## src/rtl/csr_access_controller.sv

```systemverilog
// Zicsr initiator: sequences one read and/or one write cycle on the CSR bus per instruction.
// Latency accept->done: 3 (read+write), 2 (read or write only), 1 (illegal at decode); no queueing, pipeline stalls on busy.
module csr_access_controller #(
   parameter bit READONLY_CHECK = 1'b1
) (
   input  logic        clk,
   input  logic        rst,
   input  logic        instrValid,
   input  logic [2:0]  instrOp,
   input  logic [11:0] instrAddress,
   input  logic [31:0] instrOperand,
   input  logic        operandIsZero,
   input  logic        rdIsZero,
   output logic        busy,
   output logic        done,
   output logic [31:0] result,
   output logic        illegal,
   output logic        csrReadEnable,
   output logic        csrWriteEnable,
   output logic [11:0] csrAddress,
   output logic [31:0] csrWriteData,
   input  logic [31:0] csrReadData,
   input  logic        csrRequestOutput
);

   typedef enum logic [1:0] {IDLE, READ, WRITE, DONE} state_e;

   state_e      state_q, state_d;
   logic [1:0]  kind_q, kind_d;
   logic [11:0] addr_q, addr_d;
   logic [31:0] operand_q, operand_d;
   logic        do_write_q, do_write_d;
   logic [31:0] result_q, result_d;
   logic        illegal_q, illegal_d;
   logic [31:0] wdata_q, wdata_d;

   function automatic logic op_valid(input logic [2:0] op);
      case (op)
         3'b001, 3'b010, 3'b011, 3'b101, 3'b110, 3'b111: op_valid = 1'b1;
         default:                                          op_valid = 1'b0;
      endcase
   endfunction

   // kind is funct3[1:0]: 01 write, 10 set, 11 clear (immediate forms share it)
   function automatic logic is_rw(input logic [1:0] kind);
      is_rw = (kind == 2'b01);
   endfunction

   function automatic logic ro_violation(input logic [11:0] addr);
      ro_violation = READONLY_CHECK && (addr[11:10] == 2'b11);
   endfunction

   function automatic logic [31:0] new_value(input logic [1:0]  kind,
                                             input logic [31:0] old,
                                             input logic [31:0] operand);
      case (kind)
         2'b01:   new_value = operand;
         2'b10:   new_value = old | operand;
         2'b11:   new_value = old & ~operand;
         default: new_value = '0;
      endcase
   endfunction

   always_comb begin
      state_d    = state_q;
      kind_d     = kind_q;
      addr_d     = addr_q;
      operand_d  = operand_q;
      do_write_d = do_write_q;
      result_d   = result_q;
      illegal_d  = illegal_q;
      wdata_d    = '0;

      case (state_q)
         IDLE: begin
            if (instrValid) begin
               kind_d     = instrOp[1:0];
               addr_d     = instrAddress;
               operand_d  = instrOperand;
               do_write_d = is_rw(instrOp[1:0]) || !operandIsZero;
               result_d   = '0;
               illegal_d  = 1'b0;
               if (!op_valid(instrOp)) begin
                  state_d   = DONE;
                  illegal_d = 1'b1;
               end else if (!(is_rw(instrOp[1:0]) && rdIsZero)) begin
                  state_d = READ;
               end else if (ro_violation(instrAddress)) begin
                  state_d   = DONE;
                  illegal_d = 1'b1;
               end else begin
                  // No read happened, so the old value seen by the update is 0
                  state_d = WRITE;
                  wdata_d = new_value(instrOp[1:0], '0, instrOperand);
               end
            end
         end
         READ: begin
            result_d = csrReadData;
            if (!csrRequestOutput) begin
               state_d   = DONE;
               illegal_d = 1'b1;
            end else if (do_write_q && ro_violation(addr_q)) begin
               state_d   = DONE;
               illegal_d = 1'b1;
            end else if (do_write_q) begin
               state_d = WRITE;
               wdata_d = new_value(kind_q, csrReadData, operand_q);
            end else begin
               state_d = DONE;
            end
         end
         WRITE:   state_d = DONE;
         DONE:    state_d = IDLE;
         default: state_d = IDLE;
      endcase
   end

   always_ff @(posedge clk or negedge rst) begin
      if (!rst) begin
         state_q    <= IDLE;
         kind_q     <= '0;
         addr_q     <= '0;
         operand_q  <= '0;
         do_write_q <= 1'b0;
         result_q   <= '0;
         illegal_q  <= 1'b0;
         wdata_q    <= '0;
      end else begin
         state_q    <= state_d;
         kind_q     <= kind_d;
         addr_q     <= addr_d;
         operand_q  <= operand_d;
         do_write_q <= do_write_d;
         result_q   <= result_d;
         illegal_q  <= illegal_d;
         wdata_q    <= wdata_d;
      end
   end

   assign busy           = (state_q != IDLE);
   assign done           = (state_q == DONE);
   assign csrReadEnable  = (state_q == READ);
   assign csrWriteEnable = (state_q == WRITE);
   assign csrAddress     = (state_q == IDLE) ? '0 : addr_q;
   assign csrWriteData   = wdata_q;
   assign result         = result_q;
   assign illegal        = illegal_q;

endmodule
```

## config.mk

```make
export PLATFORM = sky130hd
export DESIGN_NAME = csr_access_controller
export DESIGN_NICKNAME = d
export VERILOG_FILES = /design/src/rtl/csr_access_controller.sv
export SDC_FILE = /design/constraint.sdc
export NUM_CORES = 1
export LEC_CHECK = 0
export ABC_AREA = 1
export ABC_CLOCK_PERIOD_IN_PS = 3600
export CAP_MARGIN = 5
export CORE_ASPECT_RATIO = 1.1
export CORE_MARGIN = 3
export CORE_UTILIZATION = 40
export DETAILED_ROUTE_END_ITERATION = 8
export PLACE_DENSITY = 0.76
export SLEW_MARGIN = 25
export SYNTH_ARGS = -nofsm -noshare
export SYNTH_HDL_FRONTEND = slang
export SYNTH_SLANG_ARGS = --single-unit
```

## constraint.sdc

```tcl
create_clock -name clk -period 3.6 [get_ports clk]
set_input_delay 0.72 -clock clk [delete_from_list [all_inputs] [get_ports clk]]
set_output_delay 0.72 -clock clk [all_outputs]
set_load 0.005 [all_outputs]
```

==> impl_metrics.ini, run 1 <==
[outcome]
run_status = finished, final reports clean

[timing]
hold_viol_final = 0
whs_ns = 0.345
timing.final.crit_period_ns = 2.82
report.final.slew_viol_count = 0
skew_ns = 0.00823
worst_pin_slew_ns = 0.752
final-setup-viol-count = 0
fmax_mhz = 355
unrepaired_setup_endpoints_after_global_routing = no
final_cycle_share = 0.783
max-slew-margin-rel = 0.499
setup_tns_ns = 0

[floorplanning]
die-height_um = 129
die-width_um = 118
design.die.area_um2 = 15100
placeableCoreArea_um2 = 13300
io_pins = 166
num_rows = 44
starting_density_of_the_core = 0.412

[worst_setup_path]
critical_path_buf_inv_count = 3
timing.critical_path.arrival_ns = 2.10
crit_path_end_kind = primary output
slowest_delay_ns = 0.51
slowest_stage = ha_1
path_common_cell = inv_1
worstRegToRegCells = 7
path_max_fanout = 15
setup.worst_path.class = flop to primary output
cp_required_ns = 2.88
timing.critical_path.depth = 4
worstPathCellList = inv_1, ha_1, inv_1, clkdlybuf4s50_1
worst_setup_path_start_kind = flop
category_of_cells_accounting_for_the_largest_share_of_critical_path_delay = buffers and inverters

[clocking]
numCtsBuffers = 17
htreeDepth = 4
insertion_delay_ns = 0.39
tritoncts_num_sinks = 114
cts_tree = done
post-cts-setup-buffer-count = 0
post_cts_hold_buffer_count = 0
clk_pin_slew_worst_paths_ns = 0.05
ctsLongestPathBuffers = 2
cts.root.buffer_cell = clkbuf_16
post_cts_resized = 0

[logic_synthesis]
synth-seq-area-share = 0.521
cells_taking_the_most_area_after_synthesis = dfrtp_1 (52%), nand3_1 (11%), nand2_1 (11%), inv_1 (6.0%), o21bai_1 (4.4%)
syn_area_um2 = 5470
synth-warning-count = 0
synth.avg_cell_area_um2 = 8.27
syn-num-nets = 753
ys_ff_latch = 114
synth_cell_type_count = 25
synth_top_area_frac = 0.521
synthDominantAreaCellType = dfrtp_1
post_synth_inst_count = 662

[routing]
route.antenna.remaining_nets = 0
routedWlPerCell_um = 15.2
total_vias_in_the_final_route = 4880
dr.first_iter.drc_count = 376
avgViaCountPerCell = 4.82
finalWirelength_um = 15400
drt_pass1_iterations = 5
route.detailed.drc = 0

[global_route]
grt_antenna_before_repair = 0
globalRoute.totalOverflow = 0
grt_start_max_net_pins = 70
first_global_vias = 4913
global_route.usage.total = 0.204
grt_pass1_wl_um = 24700

[cells_and_area]
stdcell_area_um2 = 7740
layout.nets = 909
final_layout_size_suffix_gt1_frac = 0.0761
syn2layout_area_growth_pct = 41.5
num-fill-cells = 1169
antenna_cells = 0

[pwr]
vdd_ir_drop_max_mv = 0.419
seqPwrFrac = 0.337
cell_internal_pwr_uw = 3760
total_leakage_power_uw = 0.00389
power-per-cell-area_nw_per_um2 = 763
total_switching_power_uw = 2140
power.total_uw = 5910
sw_frac_of_total = 0.363
power_frac_clock = 0.250
combPwrFrac = 0.413

[place]
port_buffers = 164
postPlaceCellArea_um2 = 7220
hpwl_um = 10300
global_placement_routability_congestion = 0.780

[hold_path]
min_path_type = input pin to asynchronous set/reset pin

[flow_run]
cap_violations = 0
[cells in the mapped netlist]
| master | instances |
|---|---|
| nand2_1 | 159 |
| nand3_1 | 120 |
| dfrtp_1 | 114 |
| inv_1 | 88 |
| nor2_1 | 47 |
| o21bai_1 | 32 |
| buf_2 | 21 |
| o21ai_0 | 20 |
| o21ai_1 | 11 |
| nand3_2 | 10 |
| buf_4 | 7 |
| ha_1 | 6 |
| clkbuf_1 | 5 |
| inv_2 | 4 |
| buf_6 | 3 |
| nand2_2 | 3 |
| buf_1 | 2 |
| nand2_4 | 2 |
| nor2_4 | 2 |
| a21oi_1 | 1 |
| a21oi_4 | 1 |
| a31oi_1 | 1 |
| nor2_2 | 1 |
| o211ai_1 | 1 |
| o21a_1 | 1 |
[worst register-to-register path: cells and delay by family (launching register included)]
kind / cells / cell delay (ns)
fa+ha+maj: 1 / 0.36
buf+inv: 2 / 0.53
flops: 1 / 0.39
simple gates: 3 / 0.37
compound gates: 1 / 0.53
[logic make-up after synthesis]
| group | share of synthesized area |
|---|---|
| compound gates | 0.0800 |
| fa+ha+maj | 0.0137 |
| buf+inv | 0.103 |
| flops | 0.521 |
| simple gates | 0.282 |
[sequential cells by signal, summed over array words and instances (netlist names)]
name	count
operand_q	32
csrWriteData	32
state_q	2
addr_q	12
illegal	1
do_write_q	1
result	32
kind_q	2
[metal layers]
metal	global-route usage	wire (um)	up-vias
met1	0.254	6720	2307
met5	0	0	-
met2	0.356	7570	171
met3	0.0567	1050	4
met4	0.0510	45	0
li1	-	-	2398
[metrics by stage]
stage	setup slack, ns	instances	util
floorplan	1.78	662	-
global placement	1.16	983	0.544
detailed placement	1.13	983	0.544
CTS	0.702	1012	0.584
global route	0.610	1012	0.584
finish	0.782	1012	0.584
[layout by cell type (no fill, tap or decap)]
cell             netlist  routed
inv_2                  4       4
a21oi_1                1       1
nand2_1              159     159
o21ai_0               20      20
clkdlybuf4s50_1        0     163
o21ai_1               11      11
clkbuf_1               5       2
clkinv_2               0       5
ha_2                   0       1
clkbuf_16              0      17
ha_1                   6       5
o21bai_1              32      32
dfrtp_1              114     114
buf_12                 0       1
nor2_1                47      47
clkbuf_8               0       4
a31oi_1                1       1
buf_4                  7      11
nand3_2               10      10
o21a_1                 1       1
a21oi_4                1       1
clkinvlp_4             0       1
nand2_2                3       3
inv_1                 88      88
nor2_2                 1       1
nand2_4                2       2
o211ai_1               1       1
nor2_4                 2       2
nand3_1              120     120
[cell type report]
| type | instances | area, um2 | share of cell area |
|---|---|---|---|
| timing repair buffer | 175 | 1730 | 0.224 |
| tap | 184 | 230 | 0.0297 |
| multi-input combinational | 418 | 2060 | 0.266 |
| sequential | 114 | 2850 | 0.368 |
| inverter | 92 | 345 | 0.0446 |
| clock inverter | 6 | 32.5 | 0.00420 |
| clock buffer | 23 | 488 | 0.0630 |
[final timing paths]
| kind | from | endpoint | slack [ns] |
|---|---|---|---|
| min | rst | result[6]$_DFFE_PN0P_ | 0.34 |
| min reg2reg | result[4]$_DFFE_PN0P_ | result[4]$_DFFE_PN0P_ | 0.49 |
| min in group clk | result[4]$_DFFE_PN0P_ | result[4]$_DFFE_PN0P_ | 0.49 |
| max | state_q[1]$_DFFE_PN0P_ | busy | 0.78 |
| max reg2reg | state_q[1]$_DFFE_PN0P_ | csrWriteData[26]$_DFF_PN0_ | 1.34 |
| max in group asynchronous | rst | operand_q[21]$_DFFE_PN0P_ | 2.33 |
[power groups by stage]
stage	registers, uW	logic (uW)	clock network [uW]
after floorplan	1960	1450	0
after global placement	1980	2420	0
after CTS	1990	2480	1510
final	1990	2440	1480
after detailed placement	2010	2470	0
after global routing	2040	2730	1570
No activity file was read; power rests on OpenSTA's default activity.
==> inputs of run 2 (changes only) <==
Settings changed: ABC_CLOCK_PERIOD_IN_PS 3600 to 2900.
Clock period 3.6 ns to 2.9 ns, I/O delays scaled along.
==> run 2 against run 1 <==
Flip-flop and latch count unchanged. Combinational power up 25%. Core utilization is 1.0 points higher. Non-clock buffer count up 2. Sequential share of layout area is 0.62 points lower. Global-route usage up 0.086 points. Sequential power up 24%. Register-to-register slack got worse by 0.75 ns. Setup slack worse by 0.60 ns. Die area unchanged. Via count is 0.90% higher. Cell count rose by 0.40%. Critical endpoint unchanged. Largest power group unchanged. Highest routed layer unchanged.
==> impl_metrics.ini, run 2 (same netlist as run 1, synthesis figures left out) <==
[timing]
hold_viol_final = 0
timing.final.crit_period_ns = 2.72
final-setup-viol-count = 0
setup_tns_ns = 0
fmax_mhz = 367
worst_pin_slew_ns = 0.695
whs_ns = 0.133
final_cycle_share = 0.938
unrepaired_setup_endpoints_after_global_routing = no
max-slew-margin-rel = 0.536
skew_ns = 0.00782
report.final.slew_viol_count = 0

[clocking]
numCtsBuffers = 17
cts.root.buffer_cell = clkbuf_16
post_cts_resized = 0
post-cts-setup-buffer-count = 0
insertion_delay_ns = 0.40
tritoncts_num_sinks = 114
htreeDepth = 4
cts_tree = done
clk_pin_slew_worst_paths_ns = 0.06
post_cts_hold_buffer_count = 0
ctsLongestPathBuffers = 2

[floorplanning]
design.die.area_um2 = 15100
num_rows = 44
placeableCoreArea_um2 = 13300
starting_density_of_the_core = 0.412
io_pins = 166
die-width_um = 118
die-height_um = 129

[pwr]
vdd_ir_drop_max_mv = 0.479
power-per-cell-area_nw_per_um2 = 975
total_leakage_power_uw = 0.00394

[cells_and_area]
final_layout_size_suffix_gt1_frac = 0.0817
antenna_cells = 0
layout_commonest_cell = clkdlybuf4s50_1
layout.cells.most_common_list = clkdlybuf4s50_1 (163), nand2_1 (159), nand3_1 (120)
layout.nets = 911
syn2layout_area_growth_pct = 43.9
num-fill-cells = 1176
post_layout_nonfiller_instances = 1016

[global_route]
grt_pass1_wl_um = 24700
globalRoute.totalOverflow = 0
grt_start_max_net_pins = 51
grt_antenna_before_repair = 0
global_route.usage.total = 0.205
first_global_vias = 4862

[routing]
drt_pass1_iterations = 5
route.detailed.drc = 0
avgViaCountPerCell = 4.85
dr.first_iter.drc_count = 383
total_vias_in_the_final_route = 4924
routedWlPerCell_um = 15.2
route.antenna.remaining_nets = 0
finalWirelength_um = 15400

[worst_setup_path]
timing.critical_path.arrival_ns = 2.14
worst_setup_path_start_kind = flop
critical_path_buf_inv_count = 3
worstPathCellList = inv_1, ha_1, inv_1, clkdlybuf4s50_1
cp_required_ns = 2.32
setup.worst_path.class = flop to primary output
slowest_delay_ns = 0.53
category_of_cells_accounting_for_the_largest_share_of_critical_path_delay = buffers and inverters
path_max_fanout = 15
crit_path_end_kind = primary output
slowest_stage = ha_1
path_common_cell = inv_1

[outcome]
run_status = finished, final reports clean

[place]
post-place-cells = 985
global_placement_routability_congestion = 0.793
hpwl_um = 10500
port_buffers = 164

[hold_path]
min_path_type = input pin to asynchronous set/reset pin

[flow_run]
cap_violations = 0
[run 2: changes by cell type in the layout (fill, tap and decap cells not counted), sizes merged]
cell / change
clkinv: -1
bufinv: +3
buf: +2
clkinvlp: +1
clkbuf: -1
[run 2: final cells by class]
class / count / area [um2] / share of cell area
Tap cell: 184 / 230 / 0.0292
Sequential cell: 114 / 2850 / 0.362
Clock inverter: 9 / 129 / 0.0164
Timing Repair Buffer: 177 / 1770 / 0.225
Multi-Input combinational cell: 418 / 2060 / 0.262
Clock buffer: 22 / 484 / 0.0615
Inverter: 92 / 345 / 0.0439
[run 2: metal layers]
| metal | routed length, um | GRT usage |
|---|---|---|
| met4 | 223 | 0.0710 |
| met5 | 0 | 0 |
| met1 | 6640 | 0.253 |
| met2 | 7440 | 0.350 |
| met3 | 1110 | 0.0580 |
[run 2: power by group]
part	switching [uW]	internal (uW)	total (uW)
Sequential	296	2170	2470
Clock	714	1430	2150
Combinational	1690	1370	3060
[run 2: path summary, 6_finish.rpt]
check | cells after the start | startpoint | slack, ns | end
min in group clk | 2 | illegal$_DFFE_PN0P_ | 0.49 | illegal$_DFFE_PN0P_
hold / removal | 1 | rst | 0.13 | result[4]$_DFFE_PN0P_
setup reg to reg | 9 | state_q[1]$_DFFE_PN0P_ | 0.59 | illegal$_DFFE_PN0P_
setup / recovery | 4 | state_q[1]$_DFFE_PN0P_ | 0.18 | busy
max in group asynchronous | 2 | rst | 2.09 | csrWriteData[31]$_DFF_PN0_
hold reg to reg | 2 | illegal$_DFFE_PN0P_ | 0.49 | illegal$_DFFE_PN0P_
[run 2: per-stage QoR]
stage | area, um2 | util | setup WS (ns) | total power, uW
after CTS | 7880 | 0.594 | 0.144 | 7750
after floorplan | 5470 | - | 1.22 | 4230
after detailed placement | 7260 | 0.547 | 0.599 | 5560
final | 7880 | 0.594 | 0.179 | 7680
after global placement | 7260 | 0.547 | 0.575 | 5500
after global routing | 7880 | 0.594 | 0.0220 | 8210
==> inputs of run 3 (changes only) <==
Settings changed: ABC_CLOCK_PERIOD_IN_PS 2900 to 3400.
Clock period 2.9 ns to 3.4 ns, I/O delays scaled along.
==> run 3 against run 2 <==
Sequential power decreased by 15%. Clock power fell by 25%. Largest cell class unchanged. Global-route usage down 0.15 points. Largest power group unchanged.
==> impl_metrics.ini, run 3 (same netlist as run 1, synthesis figures left out) <==
[outcome]
run_status = finished, final reports clean

[clocking]
cts.root.buffer_cell = clkbuf_16
post-cts-setup-buffer-count = 0
tritoncts_num_sinks = 114
cts_tree = done
numCtsBuffers = 17
post_cts_hold_buffer_count = 0
post_cts_resized = 0
insertion_delay_ns = 0.40
htreeDepth = 4
clk_pin_slew_worst_paths_ns = 0.05
ctsLongestPathBuffers = 2

[floorplanning]
die-height_um = 129
design.die.area_um2 = 15100
placeableCoreArea_um2 = 13300
io_pins = 166
num_rows = 44
die-width_um = 118
starting_density_of_the_core = 0.412

[worst_setup_path]
worstPathCellList = inv_1, ha_1, inv_1, clkdlybuf4s50_1
cp_required_ns = 2.72
timing.critical_path.arrival_ns = 2.15
worst_setup_path_start_kind = flop
slowest_stage = ha_1
slowest_delay_ns = 0.53
path_max_fanout = 15
crit_path_end_kind = primary output
setup.worst_path.class = flop to primary output
path_common_cell = inv_1

[flow_run]
cap_violations = 0

[routing]
routedWlPerCell_um = 15.2
drt_pass1_iterations = 5
dr.first_iter.drc_count = 515
finalWirelength_um = 15400
route.detailed.drc = 0
avgViaCountPerCell = 4.82
total_vias_in_the_final_route = 4889
route.antenna.remaining_nets = 0

[pwr]
vdd_ir_drop_max_mv = 0.433
seqPwrFrac = 0.333
combPwrFrac = 0.412
cell_internal_pwr_uw = 4000
total_leakage_power_uw = 0.00388
power-per-cell-area_nw_per_um2 = 813
sw_frac_of_total = 0.366
total_switching_power_uw = 2310
power_frac_clock = 0.254

[place]
hpwl_um = 10400
port_buffers = 164
global_placement_routability_congestion = 0.762

[timing]
unrepaired_setup_endpoints_after_global_routing = no
skew_ns = 0.00609
whs_ns = 0.410
final-setup-viol-count = 0
final_cycle_share = 0.832
fmax_mhz = 353
hold_viol_final = 0
max-slew-margin-rel = 0.461
timing.final.crit_period_ns = 2.83
report.final.slew_viol_count = 0
worst_pin_slew_ns = 0.808
setup_tns_ns = 0

[global_route]
grt_pass1_wl_um = 24400
grt_antenna_before_repair = 0
global_route.usage.total = 0.204
globalRoute.totalOverflow = 0
first_global_vias = 4750
grt_start_max_net_pins = 64

[cells_and_area]
final_layout_size_suffix_gt1_frac = 0.0771
num-fill-cells = 1195
layout.nets = 909
final_core_util = 0.585
register_area_um2 = 2850
layout_commonest_cell = clkdlybuf4s50_1
multi_input_comb_area_um2 = 2060
layout.cells.most_common_list = clkdlybuf4s50_1 (163), nand2_1 (159), nand3_1 (120)
antenna_cells = 0
syn2layout_area_growth_pct = 41.8

[hold_path]
min_path_type = input pin to asynchronous set/reset pin
[run 3: path summary, 6_finish.rpt]
kind                                             start                      to  slack, ns  depth (start not counted)
worst max-delay path            state_q[0]$_DFFE_PN0P_                    busy       0.57                          4
worst min-delay path                               rst   result[2]$_DFFE_PN0P_       0.41                          2
worst max register to register  state_q[0]$_DFFE_PN0P_  addr_q[11]$_DFFE_PN0P_       0.92                          7
worst min register to register   result[7]$_DFFE_PN0P_   result[7]$_DFFE_PN0P_       0.50                          2
max in group asynchronous                          rst  result[31]$_DFFE_PN0P_       2.41                          2
min in group clk                 result[7]$_DFFE_PN0P_   result[7]$_DFFE_PN0P_       0.50                          2
[run 3: power groups by stage]
stage	clock, uW	combinational, uW	sequential [uW]
6_report	1610	2600	2100
5_1_grt	1700	2900	2160
4_1_cts	1630	2640	2110
3_5_place_dp	0	2620	2130
3_3_place_gp	0	2570	2100
2_1_floorplan	0	1530	2070
[run 3: stage by stage]
step	cells	worst slack, ns	total power (uW)	area, um2
after floorplan	662	1.62	3610	5470
final	1014	0.570	6310	7760
after global placement	983	0.938	4670	7230
after detailed placement	983	0.905	4740	7230
after global routing	1014	0.422	6760	7760
after CTS	1014	0.517	6380	7760
[run 3: critical path, delay by kind of cell (launching register included)]
family,cells,cell delay (ns)
buffers and inverters,3,0.82
adder cells (fa/ha/maj),1,0.53
flip-flops,1,0.40
[run 3: final cells by class]
cell class / instances / share of cell area
Sequential cell: 114 / 0.368
Multi-Input combinational cell: 418 / 0.265
Timing Repair Buffer: 175 / 0.225
Clock buffer: 20 / 0.0563
Inverter: 92 / 0.0445
Tap cell: 184 / 0.0297
Clock inverter: 11 / 0.0118
[run 3: per-layer routing]
layer	vias to the layer above	part of all wire	track usage	wire, um
li1	2403	-	-	-
met1	2277	0.42	0.247	6440
met2	190	0.50	0.356	7650
met3	19	0.075	0.0633	1160
met4	0	0.011	0.0538	174
met5	-	0	0	0
